==> src/rtl/qcl_button_event_if.sv <==
// Button event bus: debounced level in, classified event pulses and debug state out.
interface qcl_button_event_if;
    logic       btn_i;      // debounced button level, 1 = pressed
    logic       press_o;    // pulse on 0->1 of btn_i
    logic       release_o;  // pulse on 1->0 of btn_i
    logic       short_o;    // single short click confirmed
    logic       double_o;   // double click confirmed
    logic       long_o;     // long press threshold reached
    logic [2:0] state_o;    // classifier state, debug only

    // Side that supplies the button level and consumes the events.
    modport master (
        output btn_i,
        input  press_o, release_o, short_o, double_o, long_o, state_o
    );

    // The classifier itself.
    modport slave (
        input  btn_i,
        output press_o, release_o, short_o, double_o, long_o, state_o
    );
endinterface

==> src/rtl/qcl_button_event.sv <==
// Classifies a clean, clk_i-synchronous button level into single-cycle
// press / release / short-click / double-click / long-press pulses.
// All outputs are registered; the input needs no synchronizer.
module qcl_button_event #(
    parameter int long_cycles_p = 100000000,
    parameter int gap_cycles_p  = 30000000
) (
    input  logic             clk_i,
    input  logic             reset_n_i,
    qcl_button_event_if.slave bus
);

    localparam int max_cycles_lp = (long_cycles_p > gap_cycles_p) ? long_cycles_p : gap_cycles_p;
    localparam int cnt_w_lp      = $clog2(max_cycles_lp) + 1;

    // Counter values at which the threshold sample is being taken.
    localparam logic [cnt_w_lp-1:0] long_last_lp = cnt_w_lp'(long_cycles_p - 1);
    localparam logic [cnt_w_lp-1:0] gap_last_lp  = cnt_w_lp'(gap_cycles_p - 1);
    localparam logic [cnt_w_lp-1:0] cnt_one_lp   = cnt_w_lp'(1);

    typedef enum logic [2:0] {
        ST_IDLE   = 3'd0,
        ST_PRESS1 = 3'd1,
        ST_LONG   = 3'd2,
        ST_WAIT2  = 3'd3,
        ST_PRESS2 = 3'd4
    } state_t;

    state_t              r_state;
    logic                r_btn;
    logic [cnt_w_lp-1:0] r_cnt;
    logic                r_press;
    logic                r_release;
    logic                r_short;
    logic                r_double;
    logic                r_long;

    logic                w_rise;
    logic                w_fall;
    logic [cnt_w_lp-1:0] w_cnt_inc;

    assign w_rise    = bus.btn_i & ~r_btn;
    assign w_fall    = ~bus.btn_i & r_btn;
    // Counter saturates at all-ones so a very long hold never wraps.
    assign w_cnt_inc = (r_cnt == '1) ? r_cnt : (r_cnt + cnt_one_lp);

    // Edge detection, counter and classification FSM with registered pulses.
    always_ff @(posedge clk_i or negedge reset_n_i) begin
        if (!reset_n_i) begin
            r_state   <= ST_IDLE;
            r_btn     <= 1'b0;
            r_cnt     <= '0;
            r_press   <= 1'b0;
            r_release <= 1'b0;
            r_short   <= 1'b0;
            r_double  <= 1'b0;
            r_long    <= 1'b0;
        end else begin
            r_btn     <= bus.btn_i;
            r_press   <= w_rise;
            r_release <= w_fall;
            r_short   <= 1'b0;
            r_double  <= 1'b0;
            r_long    <= 1'b0;

            case (r_state)
                ST_IDLE: begin
                    if (w_rise) begin
                        r_state <= ST_PRESS1;
                        r_cnt   <= cnt_one_lp;   // the rise edge is sample 1
                    end else begin
                        r_cnt   <= w_cnt_inc;
                    end
                end

                ST_PRESS1: begin
                    if (bus.btn_i) begin
                        if (r_cnt == long_last_lp) begin
                            r_long  <= 1'b1;
                            r_state <= ST_LONG;
                            r_cnt   <= cnt_one_lp;
                        end else begin
                            r_cnt   <= w_cnt_inc;
                        end
                    end else if (w_fall) begin
                        r_state <= ST_WAIT2;
                        r_cnt   <= cnt_one_lp;   // the fall edge is low sample 1
                    end
                end

                ST_LONG: begin
                    if (w_fall) begin
                        r_state <= ST_IDLE;
                        r_cnt   <= cnt_one_lp;
                    end else begin
                        r_cnt   <= w_cnt_inc;
                    end
                end

                ST_WAIT2: begin
                    if (w_rise) begin
                        r_state <= ST_PRESS2;
                        r_cnt   <= cnt_one_lp;
                    end else if (!bus.btn_i) begin
                        if (r_cnt == gap_last_lp) begin
                            r_short <= 1'b1;
                            r_state <= ST_IDLE;
                            r_cnt   <= cnt_one_lp;
                        end else begin
                            r_cnt   <= w_cnt_inc;
                        end
                    end
                end

                ST_PRESS2: begin
                    // Hold time of the second press is irrelevant; only its release matters.
                    if (w_fall) begin
                        r_double <= 1'b1;
                        r_state  <= ST_IDLE;
                        r_cnt    <= cnt_one_lp;
                    end else begin
                        r_cnt    <= w_cnt_inc;
                    end
                end

                default: begin
                    r_state <= ST_IDLE;
                    r_cnt   <= '0;
                end
            endcase
        end
    end

    assign bus.press_o   = r_press;
    assign bus.release_o = r_release;
    assign bus.short_o   = r_short;
    assign bus.double_o  = r_double;
    assign bus.long_o    = r_long;
    assign bus.state_o   = r_state;

endmodule

==> src/flat_wrapper.sv <==
// flat-port wrapper written by rule: the top's interface ports become plain ports
module qcl_button_event_flat 
#(
    parameter int long_cycles_p = 100000000,
    parameter int gap_cycles_p  = 30000000
)
  (clk_i, reset_n_i, bus_btn_i, bus_press_o, bus_release_o, bus_short_o, bus_double_o, bus_long_o, bus_state_o);
  qcl_button_event_if bus_i ();
  input  logic clk_i;
  input  logic reset_n_i;
  input wire logic [$bits(bus_i.btn_i)-1:0] bus_btn_i;
  output wire logic [$bits(bus_i.press_o)-1:0] bus_press_o;
  output wire logic [$bits(bus_i.release_o)-1:0] bus_release_o;
  output wire logic [$bits(bus_i.short_o)-1:0] bus_short_o;
  output wire logic [$bits(bus_i.double_o)-1:0] bus_double_o;
  output wire logic [$bits(bus_i.long_o)-1:0] bus_long_o;
  output wire logic [$bits(bus_i.state_o)-1:0] bus_state_o;
  assign bus_i.btn_i = bus_btn_i;
  assign bus_press_o = bus_i.press_o;
  assign bus_release_o = bus_i.release_o;
  assign bus_short_o = bus_i.short_o;
  assign bus_double_o = bus_i.double_o;
  assign bus_long_o = bus_i.long_o;
  assign bus_state_o = bus_i.state_o;
  qcl_button_event #(.long_cycles_p(long_cycles_p), .gap_cycles_p(gap_cycles_p)) u_core (.clk_i(clk_i), .reset_n_i(reset_n_i), .bus(bus_i));
endmodule
==> config.mk <==
export PLATFORM = sky130hd
export DESIGN_NAME = qcl_button_event_flat
export DESIGN_NICKNAME = d
export VERILOG_FILES = /design/src/rtl/qcl_button_event_if.sv /design/src/rtl/qcl_button_event.sv /design/src/flat_wrapper.sv
export SDC_FILE = /design/constraint.sdc
export NUM_CORES = 1
export LEC_CHECK = 0
export ABC_AREA = 1
export BUFFER_PORTS_ARGS = -buffer_cell sky130_fd_sc_hd__buf_2
export CORE_MARGIN = 2
export CORE_UTILIZATION = 59
export DETAILED_ROUTE_END_ITERATION = 8
export PLACE_DENSITY_LB_ADDON = 0.12
export REMOVE_ABC_BUFFERS = 1
export SYNTH_ARGS = -nofsm -noshare
export SYNTH_HDL_FRONTEND = slang
export SYNTH_SLANG_ARGS = --single-unit
==> constraint.sdc <==
create_clock -name clk_i -period 2.5 [get_ports clk_i]
set_clock_uncertainty 0.1 [all_clocks]
set_input_delay 0.125 -clock clk_i [delete_from_list [all_inputs] [get_ports clk_i]]
set_output_delay 0.125 -clock clk_i [all_outputs]
set_load 0.01 [all_outputs]
# Word level (Yosys, flattened, before mapping)
# Cells that the tools add are included.
# totals
regBits,37
inputBits,3
output_inout_bits,8
elab_cells,58
# classes
addsub,1
eq_ne,13
muxes,28
bitwise_logic,4
n_reduce_logical,4
# op_table
op,n
28-bit two-way mux,9
28-bit one-hot mux with 4 select lines,1
"28-bit by 1-bit adder with 28-bit output, second input constant",1
"28-bit by 25-bit == test with 1-bit output, second input constant",1
"28-bit by 27-bit == test with 1-bit output, second input constant",1
"28-bit == test, second input constant",1
3-bit two-way mux,8
3-bit one-hot mux with 4 select lines,1
1-bit two-way mux,9
"3-bit by 2-bit != test with 1-bit output, second input constant",3
"3-bit by 2-bit == test with 1-bit output, second input constant",2
6-bit AND reduction,1
"2-bit by 1-bit != test with 1-bit output, second input constant",2
"3-bit by 1-bit == test with 1-bit output, second input constant",1
"3-bit == test, second input constant",1
3-bit logical NOT,1
"3-bit by 1-bit != test with 1-bit output, second input constant",1
1-bit AND,2
1-bit inverter,2
2-bit AND reduction,1
2-bit OR reduction,1

# Longest topological paths before layout
# Gate-level depths: netlist (run 1).
# depth
depth_word,6
depth_mapped,13
depth_no_buf,12

# Worst setup path before layout (run 1)
# No wires, ideal clock.
# synth_path
path_type,reg2reg
from,register u_core.r_cnt[0]
to,register u_core.r_cnt[11]
arrival_time_ns,1.633
slack_ns,0.654
stages_incl_launch_ff,14
n_path_buf,1
synth_period_minus_slack_ns,1.846
cell_sequence,dfrtp_1 ha_1 nand2_2 nor2_4 nand3_1 nor2_1 nand2_1 nand2_1 nand2_1 a21oi_4 nand2_4 buf_6 nand3_1 inv_2
# synth_via
elab_chain_cells,6
# synth_rtl
item,line,text
"start, declared",qcl_button_event.sv:31,logic [cnt_w_lp-1:0] r_cnt;
"start signal, assigned",qcl_button_event.sv:70,r_cnt <= cnt_one_lp;
"start signal, assigned",qcl_button_event.sv:72,r_cnt <= w_cnt_inc;
"start signal, assigned",qcl_button_event.sv:81,r_cnt <= cnt_one_lp;
28-bit by 1-bit adder with 28-bit output / 28-bit == test (equally long branches),qcl_button_event.sv:45,assign w_cnt_inc = (r_cnt == '1) ? r_cnt : (r_cnt + cnt_one_lp);
28-bit two-way mux,qcl_button_event.sv:45,
28-bit two-way mux,qcl_button_event.sv:105,if (r_cnt == gap_last_lp) begin
28-bit two-way mux,qcl_button_event.sv:104,end else if (!bus.btn_i) begin
28-bit two-way mux,qcl_button_event.sv:101,if (w_rise) begin
28-bit one-hot mux with 4 select lines *,qcl_button_event.sv:66,case (r_state)
# Every way passes the cells marked *; elsewhere a longest branch is shown, timed or not. The select of a mux whose other input is x is not followed.
# A chain may end at the register's enable or synchronous reset.

# Worst setup path in the final report (run 1)
# layout_path
from,register u_core.r_cnt[0]
to,register u_core.r_cnt[17]
# The elaborated chain is that of the path after synthesis.

==> impl_metrics.csv, run 1 <==
group,metric,value,unit
global_route,grt_pass1_wl,9600,microns
logic_synthesis,ys_top_cells_by_count,"nand2_1 (85), nor2_1 (60), inv_1 (50)",
clock_tree,cts_buffer_depth,2,
global_route,grt_use_met2,0.401,
power,internal-power,1.05,mW
logic_synthesis,syn_area_per_cell,6.92,sq um
logic_synthesis,seq_area_frac_synth,0.372,
drt,routedWlPerCell,13.5,microns
power,p_comb_frac,0.358,
logic_synthesis,yosysUniqueCellTypes,31,
power,power_frac_seq,0.405,
logic_synthesis,synth_top_area_cell,"dfrtp_1",
worst_setup_path,worstPathRequired,2.57,ns
logic_synthesis,yosysMostFrequentCell,"nand2_1",
logic_synthesis,synth_edf_count,0,
logic_synthesis,yosysWarnings,0,
clock_tree,cts_max_level,2,
sta,rsz0062_at_grt,"false",
placed_design,hpwl,4460,microns
drt,vias_per_cell,5.47,
die,core,0.00403,sq mm
clock_tree,post-cts-setup-buffer-count,0,
power,p_leak,1.33,nW
worst_setup_path,critPathKind,"reg -> reg",
sta,hold_viol,0,
logic_synthesis,yosys_register_bits,37,
final_layout,multi_input_area,0.00131,sq mm
power,p_sw_frac,0.399,
placed_design,place_congestion,0.979,
logic_synthesis,async_flop_share,1.00,
logic_synthesis,yosysTopAreaCellShare,0.372,
drt,route.vias.total,2324,
logic_synthesis,netlist_area,0.00249,sq mm
worst_setup_path,crit_fanout,18,
clock_tree,cts_resized,0,
die,dieArea,0.00476,sq mm
logic_synthesis,post_synth_inst_count,360,
global_route,grt_max_degree,38,
power,power,1.74,mW
run_status,outcome,"finished, final reports clean",
power,p_per_area,650,mW/mm^2
clock_tree,cts_root_buffer,"clkbuf_8",
global_route,top_usage_layer,"met1",
run,max_cap_violations,0,
final_layout,seq_area,926,sq um
power,p_switching,0.694,mW
die,die_w,69.0,microns
sta,finalSetupViolCount,0,
sta,final.period_utilization,0.861,
die,rows,23,
drt,wl,5750,microns
sta,max_freq,464,MHz
drt,dr.pass1.iters,5,
clock_tree,numClockSinks,37,
global_route,met3_usage,0.0406,
die,initial_core_util,0.618,
clock_tree,cts_tree,"yes",
sta,setup_tns,0,ns
final_layout,layout-drive-gt1-share,0.115,
drt,drc,0,
global_route,met1_usage,0.418,
final_layout,area.growth.synth_to_final,7.38,%
clock_tree,worstSkewPairLatency,0.29,ns
clock_tree,ctsHoldBuffers,2,
global_route,grt_antenna_before_repair,0,
die,ios,11,
sta,drv_slew,0,
die,die_h,69.0,microns
placed_design,portBuffers,10,
worst_setup_path,cp-start-kind,"flop",
logic_synthesis,ys.flop_type,"dfrtp_1",
drt,ant_nets,0,
power,clock_power_share,0.237,
logic_synthesis,synth.area.top_cells,"dfrtp_1 (37%), nand2_1 (13%), nor2_1 (9.0%), inv_1 (7.5%), nand3_1 (6.8%)",
sta,finalCriticalPeriod,2.15,ns
worst_setup_path,end_kind,"flop",
clock_tree,numCtsBuffers,5,
global_route,track_usage,0.275,
sta,max-slew-margin-rel,0.480,
final_layout,fill_cells,356,
power,peakVddDrop,0.000414,V
global_route,grt_pass1_vias,2040,
drt,drtIter0Drc,307,
global_route,grt_overflow,0,
min_path,min_path_type,"in -> async",
final_layout,fin_nets,379,
worst_setup_path,critPathArrivalTime,2.23,ns
worst_setup_path,reg2reg_slack,0.35,ns
clock_tree,clk_pin_slew,0.07,ns
final_layout,n_antenna_cell,0,
sta,worst_pin_slew,0.780,ns
[power groups by stage]
| stage | Sequential [mW] | Clock [mW] | Combinational, mW |
|---|---|---|---|
| floorplan | 0.713 | 0 | 0.443 |
| CTS | 0.702 | 0.422 | 0.624 |
| global placement | 0.710 | 0 | 0.615 |
| global route | 0.714 | 0.451 | 0.707 |
| detailed placement | 0.714 | 0 | 0.620 |
| finish | 0.705 | 0.412 | 0.623 |
[sequential cells by signal (all words and copies together) (netlist names)]
name,cells
u_core.r_btn,1
u_core.bus.release_o,1
u_core.bus.state_o,3
u_core.bus.short_o,1
u_core.bus.double_o,1
u_core.r_cnt,28
u_core.bus.press_o,1
u_core.bus.long_o,1
[layer usage]
metal	vias up	share of wire
met4	0	0.017
met1	1057	0.50
li1	1173	-
met5	-	0
met3	9	0.057
met2	85	0.43
[worst max-delay path, cell delays in order (launching register included)]
cell	delay, ns
dfrtp_1	0.42
ha_1	0.20
nand2_2	0.08
nor2_4	0.16
nand2_4	0.09
nor2_1	0.10
nand2_1	0.09
nand2_1	0.09
nand2_1	0.08
a21oi_4	0.16
nand2_4	0.16
inv_2	0.21
nor2_1	0.08
[logic make-up after synthesis]
group           count (synthesis)  synth area share
simple gates                  224             0.415
buf+inv                        62             0.103
compound gates                 24            0.0633
flops                          37             0.372
xor+xnor                       12            0.0422
fa+ha+maj                       1           0.00502
[path summary, 6_finish.rpt]
check	start	endpoint	cells after the start
min in group clk_i	u_core.r_btn$_DFF_PN0_	u_core.bus.press_o$_DFF_PN0_	1
max reg2reg	u_core.r_cnt[0]$_DFFE_PN0P_	u_core.r_cnt[17]$_DFFE_PN0P_	12
min	reset_n_i	u_core.r_cnt[19]$_DFFE_PN0P_	2
max in group asynchronous	reset_n_i	u_core.bus.press_o$_DFF_PN0_	2
max	u_core.r_cnt[0]$_DFFE_PN0P_	u_core.r_cnt[17]$_DFFE_PN0P_	12
min reg2reg	u_core.r_btn$_DFF_PN0_	u_core.bus.press_o$_DFF_PN0_	1
[layout make-up]
| class | instances | share of cell area |
|---|---|---|
| inverter | 57 | 0.0800 |
| multi-input combinational | 261 | 0.489 |
| sequential | 37 | 0.346 |
| tap | 50 | 0.0234 |
| clock buffer | 7 | 0.0323 |
| timing repair buffer | 13 | 0.0290 |
[placed cells by master, fill, tap and decap left out, drive strengths merged]
cell / instances
nand2: 95
nor2: 66
inv: 57
dfrtp: 37
nand3: 35
nand4: 13
o21ai: 13
buf: 11
xor2: 9
nor3: 8
clkbuf: 7
nor4: 4
o22ai: 3
xnor2: 3
o211ai: 3
or2: 2
o21bai: 2
dlygate4sd3: 2
or4: 1
a21oi: 1
a21o: 1
a21boi: 1
ha: 1
[stage by stage]
stage	setup slack (ns)	hold WS [ns]	utilization	instance area (sq um)	instances
after floorplan	0.605	-0.271	-	2450	355
after global placement	0.385	0.140	0.638	2570	416
after detailed placement	0.357	0.151	0.638	2570	416
after CTS	0.340	0.370	0.664	2680	425
after global routing	0.122	0.385	0.664	2680	425
final	0.347	0.349	0.664	2680	425
Power figures use the tool's default switching activity.
==> run 2: changes to the inputs <==
--- a/config.mk
+++ b/config.mk
@@ -7,7 +7,6 @@
 export LEC_CHECK = 0
 export ABC_AREA = 1
 export BUFFER_PORTS_ARGS = -buffer_cell sky130_fd_sc_hd__buf_2
-export CORE_MARGIN = 2
 export CORE_UTILIZATION = 59
 export DETAILED_ROUTE_END_ITERATION = 8
 export PLACE_DENSITY_LB_ADDON = 0.12
@@ -15,3 +14,4 @@
 export SYNTH_ARGS = -nofsm -noshare
 export SYNTH_HDL_FRONTEND = slang
 export SYNTH_SLANG_ARGS = --single-unit
+export TNS_END_PERCENT = 30
==> impl_metrics.csv, run 2 (same netlist as run 1, synthesis figures left out) <==
group,metric,value,unit
global_route,grt_overflow,0,
global_route,grt_max_degree,38,
sta,max-slew-margin-rel,0.484,
worst_setup_path,crit_fanout,18,
die,rows,23,
die,ios,11,
drt,wl,5770,microns
drt,dr.pass1.iters,5,
power,p_per_area,658,mW/mm^2
worst_setup_path,cpMostUsedCell,"nand2_1",
worst_setup_path,critPathArrivalTime,2.21,ns
worst_setup_path,critPathKind,"reg -> reg",
global_route,grt_pass1_vias,2089,
run,max_cap_violations,0,
drt,route.vias.total,2344,
die,dieArea,0.00449,sq mm
final_layout,mostFrequentLayoutCells,"nand2_1 (85), nor2_1 (60), inv_1 (50)",
global_route,grt_antenna_before_repair,0,
final_layout,largest-register,"u_core.r_cnt",
placed_design,portBuffers,10,
final_layout,multi_input_area,0.00131,sq mm
worst_setup_path,cp-start-kind,"flop",
worst_setup_path,slowest_stage,"dfrtp_1",
clock_tree,numClockSinks,37,
worst_setup_path,path_cells,"ha_1 -> nand2_2 -> nor2_4 -> nand3_1 -> nor2_1 -> nand2_1 -> nand2_1 -> nand2_1 -> a21oi_4 -> nand2_4 -> inv_2 -> nor2_1",
min_path,min_path_type,"in -> async",
clock_tree,cts_root_buffer,"clkbuf_8",
placed_design,place_area,0.00257,sq mm
clock_tree,cts_tree,"yes",
clock_tree,cts_max_level,2,
sta,max_freq,469,MHz
final_layout,seq_area,926,sq um
drt,routedWlPerCell,13.5,microns
power,peakVddDrop,0.000430,V
sta,worst_pin_slew,0.774,ns
drt,vias_per_cell,5.50,
final_layout,n_antenna_cell,0,
clock_tree,clk_pin_slew,0.07,ns
placed_design,place_inst,416,
drt,drc,0,
die,die_h,67.0,microns
sta,rsz0062_at_grt,"false",
final_layout,fin_nets,379,
sta,final.period_utilization,0.852,
final_layout,final_common_cell,"nand2_1",
power,p_leak,1.34,nW
worst_setup_path,worstPathRequired,2.58,ns
run_status,outcome,"finished, final reports clean",
sta,finalSetupViolCount,0,
clock_tree,numCtsBuffers,5,
placed_design,place_congestion,0.977,
clock_tree,cts_buffer_depth,2,
global_route,track_usage,0.289,
worst_setup_path,end_kind,"flop",
final_layout,finalNonFillerCells,426,
global_route,grt_pass1_wl,9540,microns
final_layout,layout-drive-gt1-share,0.120,
drt,ant_nets,0,
placed_design,hpwl,4400,microns
die,initial_core_util,0.618,
final_layout,fin_area,0.00269,sq mm
sta,setup_tns,0,ns
clock_tree,post-cts-setup-buffer-count,0,
final_layout,fill_cells,361,
sta,finalCriticalPeriod,2.13,ns
die,core,0.00403,sq mm
final_layout,area.growth.synth_to_final,7.99,%
clock_tree,cts_resized,0,
sta,drv_slew,0,
drt,drtIter0Drc,228,
sta,hold_viol,0,
die,die_w,67.0,microns
clock_tree,worstSkewPairLatency,0.29,ns
final_layout,largest_reg_flops,28,
worst_setup_path,slowest_delay,0.42,ns
sta,hold_slack,0.341,ns
-- run 2: what timing repair did --
item	CTS	global route
hold endpoints to repair	38	0
endpoints found under the setup margin	0	0
hold buffers	2	0
-- run 2: where the power goes --
part / internal, mW / switching (mW)
Combinational: 0.181 / 0.433
Sequential: 0.647 / 0.0567
Clock: 0.249 / 0.202
-- run 2: area by class of cell --
type,instances,share of cell area
inverters,57,0.0795
repair buffers,13,0.0288
multi-input cells,261,0.487
well taps,50,0.0233
clock buffers,7,0.0358
clock inverters,1,0.00186
flip-flops and latches,37,0.344
-- run 2: worst paths after layout --
kind	start	to	slack (ns)	cells after the start
worst min-delay path	reset_n_i	u_core.r_cnt[22]$_DFFE_PN0P_	0.34	2
worst min register to register	u_core.r_btn$_DFF_PN0_	u_core.bus.press_o$_DFF_PN0_	0.36	1
max in group asynchronous	reset_n_i	u_core.r_cnt[0]$_DFFE_PN0P_	1.46	2
worst max-delay path	u_core.r_cnt[0]$_DFFE_PN0P_	u_core.r_cnt[14]$_DFFE_PN0P_	0.37	12
min in group clk_i	u_core.r_btn$_DFF_PN0_	u_core.bus.press_o$_DFF_PN0_	0.36	1
worst max register to register	u_core.r_cnt[0]$_DFFE_PN0P_	u_core.r_cnt[14]$_DFFE_PN0P_	0.37	12
-- run 2: layer usage --
| metal | GRT usage | part of all wire | vias to the layer above | wire, microns |
|---|---|---|---|---|
| met5 | 0 | 0 | - | 0 |
| met4 | 0.0984 | 0.019 | 0 | 110 |
| met3 | 0.0531 | 0.082 | 14 | 472 |
| met2 | 0.441 | 0.45 | 91 | 2590 |
| met1 | 0.406 | 0.45 | 1064 | 2600 |
| li1 | - | - | 1175 | - |
-- run 2: worst max-delay path, delay by kind of cell (launching register included) --
| kind | cells | cell delay [ns] |
|---|---|---|
| AO/OA/AOI/OAI | 1 | 0.17 |
| buffers and inverters | 1 | 0.21 |
| AND/OR/NAND/NOR | 9 | 0.90 |
| flip-flops | 1 | 0.42 |
| adder cells (fa/ha/maj) | 1 | 0.21 |
-- run 2: metrics by stage --
step           setup WS, ns  utilization  power [mW]
5_1_grt               0.140        0.668        1.90
2_1_floorplan         0.605            -        1.16
6_report              0.369        0.668        1.77
3_3_place_gp          0.426        0.638        1.32
4_1_cts               0.340        0.668        1.78
3_5_place_dp          0.349        0.638        1.33
==> run 3: changes to the inputs <==
--- a/config.mk
+++ b/config.mk
@@ -7,6 +7,7 @@
 export LEC_CHECK = 0
 export ABC_AREA = 1
 export BUFFER_PORTS_ARGS = -buffer_cell sky130_fd_sc_hd__buf_2
+export CAP_MARGIN = 20
 export CORE_UTILIZATION = 59
 export DETAILED_ROUTE_END_ITERATION = 8
 export PLACE_DENSITY_LB_ADDON = 0.12
==> constraint.sdc (replaced) <==
create_clock -name clk_i -period 2.5 [get_ports clk_i]
set_clock_uncertainty 0.1 [all_clocks]
set_input_delay 0.5 -clock clk_i [delete_from_list [all_inputs] [get_ports clk_i]]
set_output_delay 0.5 -clock clk_i [all_outputs]
set_load 0.01 [all_outputs]
==> impl_metrics.csv, run 3 (same netlist as run 1, synthesis figures left out) <==
group,metric,value,unit
worst_setup_path,cp-start-kind,"flop",
clock_tree,cts_tree,"yes",
sta,max_freq,463,MHz
worst_setup_path,end_kind,"flop",
drt,wl,5720,microns
power,p_leak,1.32,nW
clock_tree,ctsHoldBuffers,0,
global_route,grt_pass1_wl,9430,microns
global_route,grt_overflow,0,
run,max_cap_violations,0,
final_layout,n_antenna_cell,0,
final_layout,largest_reg_flops,28,
sta,hold_slack,0.189,ns
sta,finalSetupViolCount,0,
die,rows,23,
global_route,track_usage,0.282,
drt,ant_nets,0,
drt,dr.pass1.iters,5,
final_layout,largest-register,"u_core.r_cnt",
worst_setup_path,critPathArrivalTime,2.23,ns
power,p_per_area,655,mW/mm^2
sta,hold_viol,0,
clock_tree,cts_buffer_depth,2,
worst_setup_path,crit_fanout,18,
worst_setup_path,reg2reg_depth,12,
clock_tree,cts_max_level,2,
final_layout,final_common_cell,"nand2_1",
clock_tree,numCtsBuffers,5,
worst_setup_path,critPathKind,"reg -> reg",
sta,setup_tns,0,ns
final_layout,area.growth.synth_to_final,6.63,%
clock_tree,clk_pin_slew,0.07,ns
sta,drv_slew,0,
global_route,grt_max_degree,38,
die,die_h,67.0,microns
final_layout,fill_cells,395,
die,dieArea,0.00449,sq mm
placed_design,hpwl,4490,microns
global_route,grt_antenna_before_repair,0,
die,die_w,67.0,microns
drt,vias_per_cell,5.50,
drt,drtIter0Drc,177,
run_status,outcome,"finished, final reports clean",
sta,finalCriticalPeriod,2.16,ns
die,core,0.00403,sq mm
die,ios,11,
clock_tree,worstSkewPairLatency,0.28,ns
final_layout,layout-drive-gt1-share,0.115,
min_path,min_path_type,"in -> async",
final_layout,fin_nets,378,
clock_tree,post-cts-setup-buffer-count,0,
power,power,1.74,mW
sta,worst_pin_slew,0.775,ns
drt,routedWlPerCell,13.5,microns
die,initial_core_util,0.618,
drt,drc,0,
worst_setup_path,worstPathRequired,2.57,ns
placed_design,place_congestion,0.952,
clock_tree,cts_root_buffer,"clkbuf_8",
final_layout,mostFrequentLayoutCells,"nand2_1 (85), nor2_1 (60), inv_1 (50)",
clock_tree,numClockSinks,37,
sta,max-slew-margin-rel,0.483,
power,peakVddDrop,0.000478,V
global_route,grt_pass1_vias,2036,
drt,route.vias.total,2338,
sta,rsz0062_at_grt,"false",
sta,final.period_utilization,0.863,
placed_design,portBuffers,10,
clock_tree,cts_resized,0,
run 3: cell types whose count changed in the layout (fill, tap and decap cells not counted), sizes merged:
cell         before  now
dlygate4sd3       2    0
buf              11   12
clkbuf            7    8
clkinv            1    0
run 3: layer usage:
| layer | global-route usage | vias to the layer above | wire length, microns |
|---|---|---|---|
| li1 | - | 1168 | - |
| met1 | 0.427 | 1050 | 2690 |
| met2 | 0.399 | 105 | 2470 |
| met3 | 0.0428 | 15 | 450 |
| met4 | 0.0984 | 0 | 110 |
| met5 | 0 | - | 0 |
run 3: area by class of cell:
type	instances	area, sq um	share of cell area
timing repair buffer	12	65.1	0.0245
multi-input combinational	261	1310	0.493
sequential	37	926	0.349
inverter	57	214	0.0805
clock buffer	8	80.1	0.0301
tap	50	62.6	0.0236
run 3: critical path, stage by stage, from the launching register on:
cell and delay (ns):
dfrtp_1 0.43, ha_1 0.23, nand2_2 0.09, nor2_4 0.16, nand2_4 0.10, nor2_1 0.10
nand2_1 0.08, nand2_1 0.08, nand2_1 0.09, a21oi_4 0.16, nand2_4 0.15, inv_2 0.20
nor2_1 0.07
run 3: worst paths after layout:
check	slack (ns)	end	from
min in group clk_i	0.32	u_core.r_btn$_DFF_PN0_	bus_btn_i
max in group asynchronous	1.61	u_core.bus.state_o[1]$_DFFE_PN0P_	reset_n_i
worst min-delay path	0.19	u_core.r_cnt[19]$_DFFE_PN0P_	reset_n_i
worst max register to register	0.34	u_core.r_cnt[19]$_DFFE_PN0P_	u_core.r_cnt[0]$_DFFE_PN0P_
worst max-delay path	0.34	u_core.r_cnt[19]$_DFFE_PN0P_	u_core.r_cnt[0]$_DFFE_PN0P_
worst min register to register	0.35	u_core.bus.press_o$_DFF_PN0_	u_core.r_btn$_DFF_PN0_
run 3: where the power goes:
part	switching, mW	internal [mW]
combinational	0.455	0.186
clock	0.195	0.198
sequential	0.0602	0.647
total	0.710	1.03
run 3: stage by stage:
stage                     area [sq um]   util  worst slack (ns)  cells
after floorplan                   2450      -             0.605    355
after global placement            2580  0.639             0.442    417
after CTS                         2660  0.659             0.318    425
after detailed placement          2580  0.639             0.340    417
after global routing              2660  0.659             0.143    425
final                             2660  0.659             0.342    425
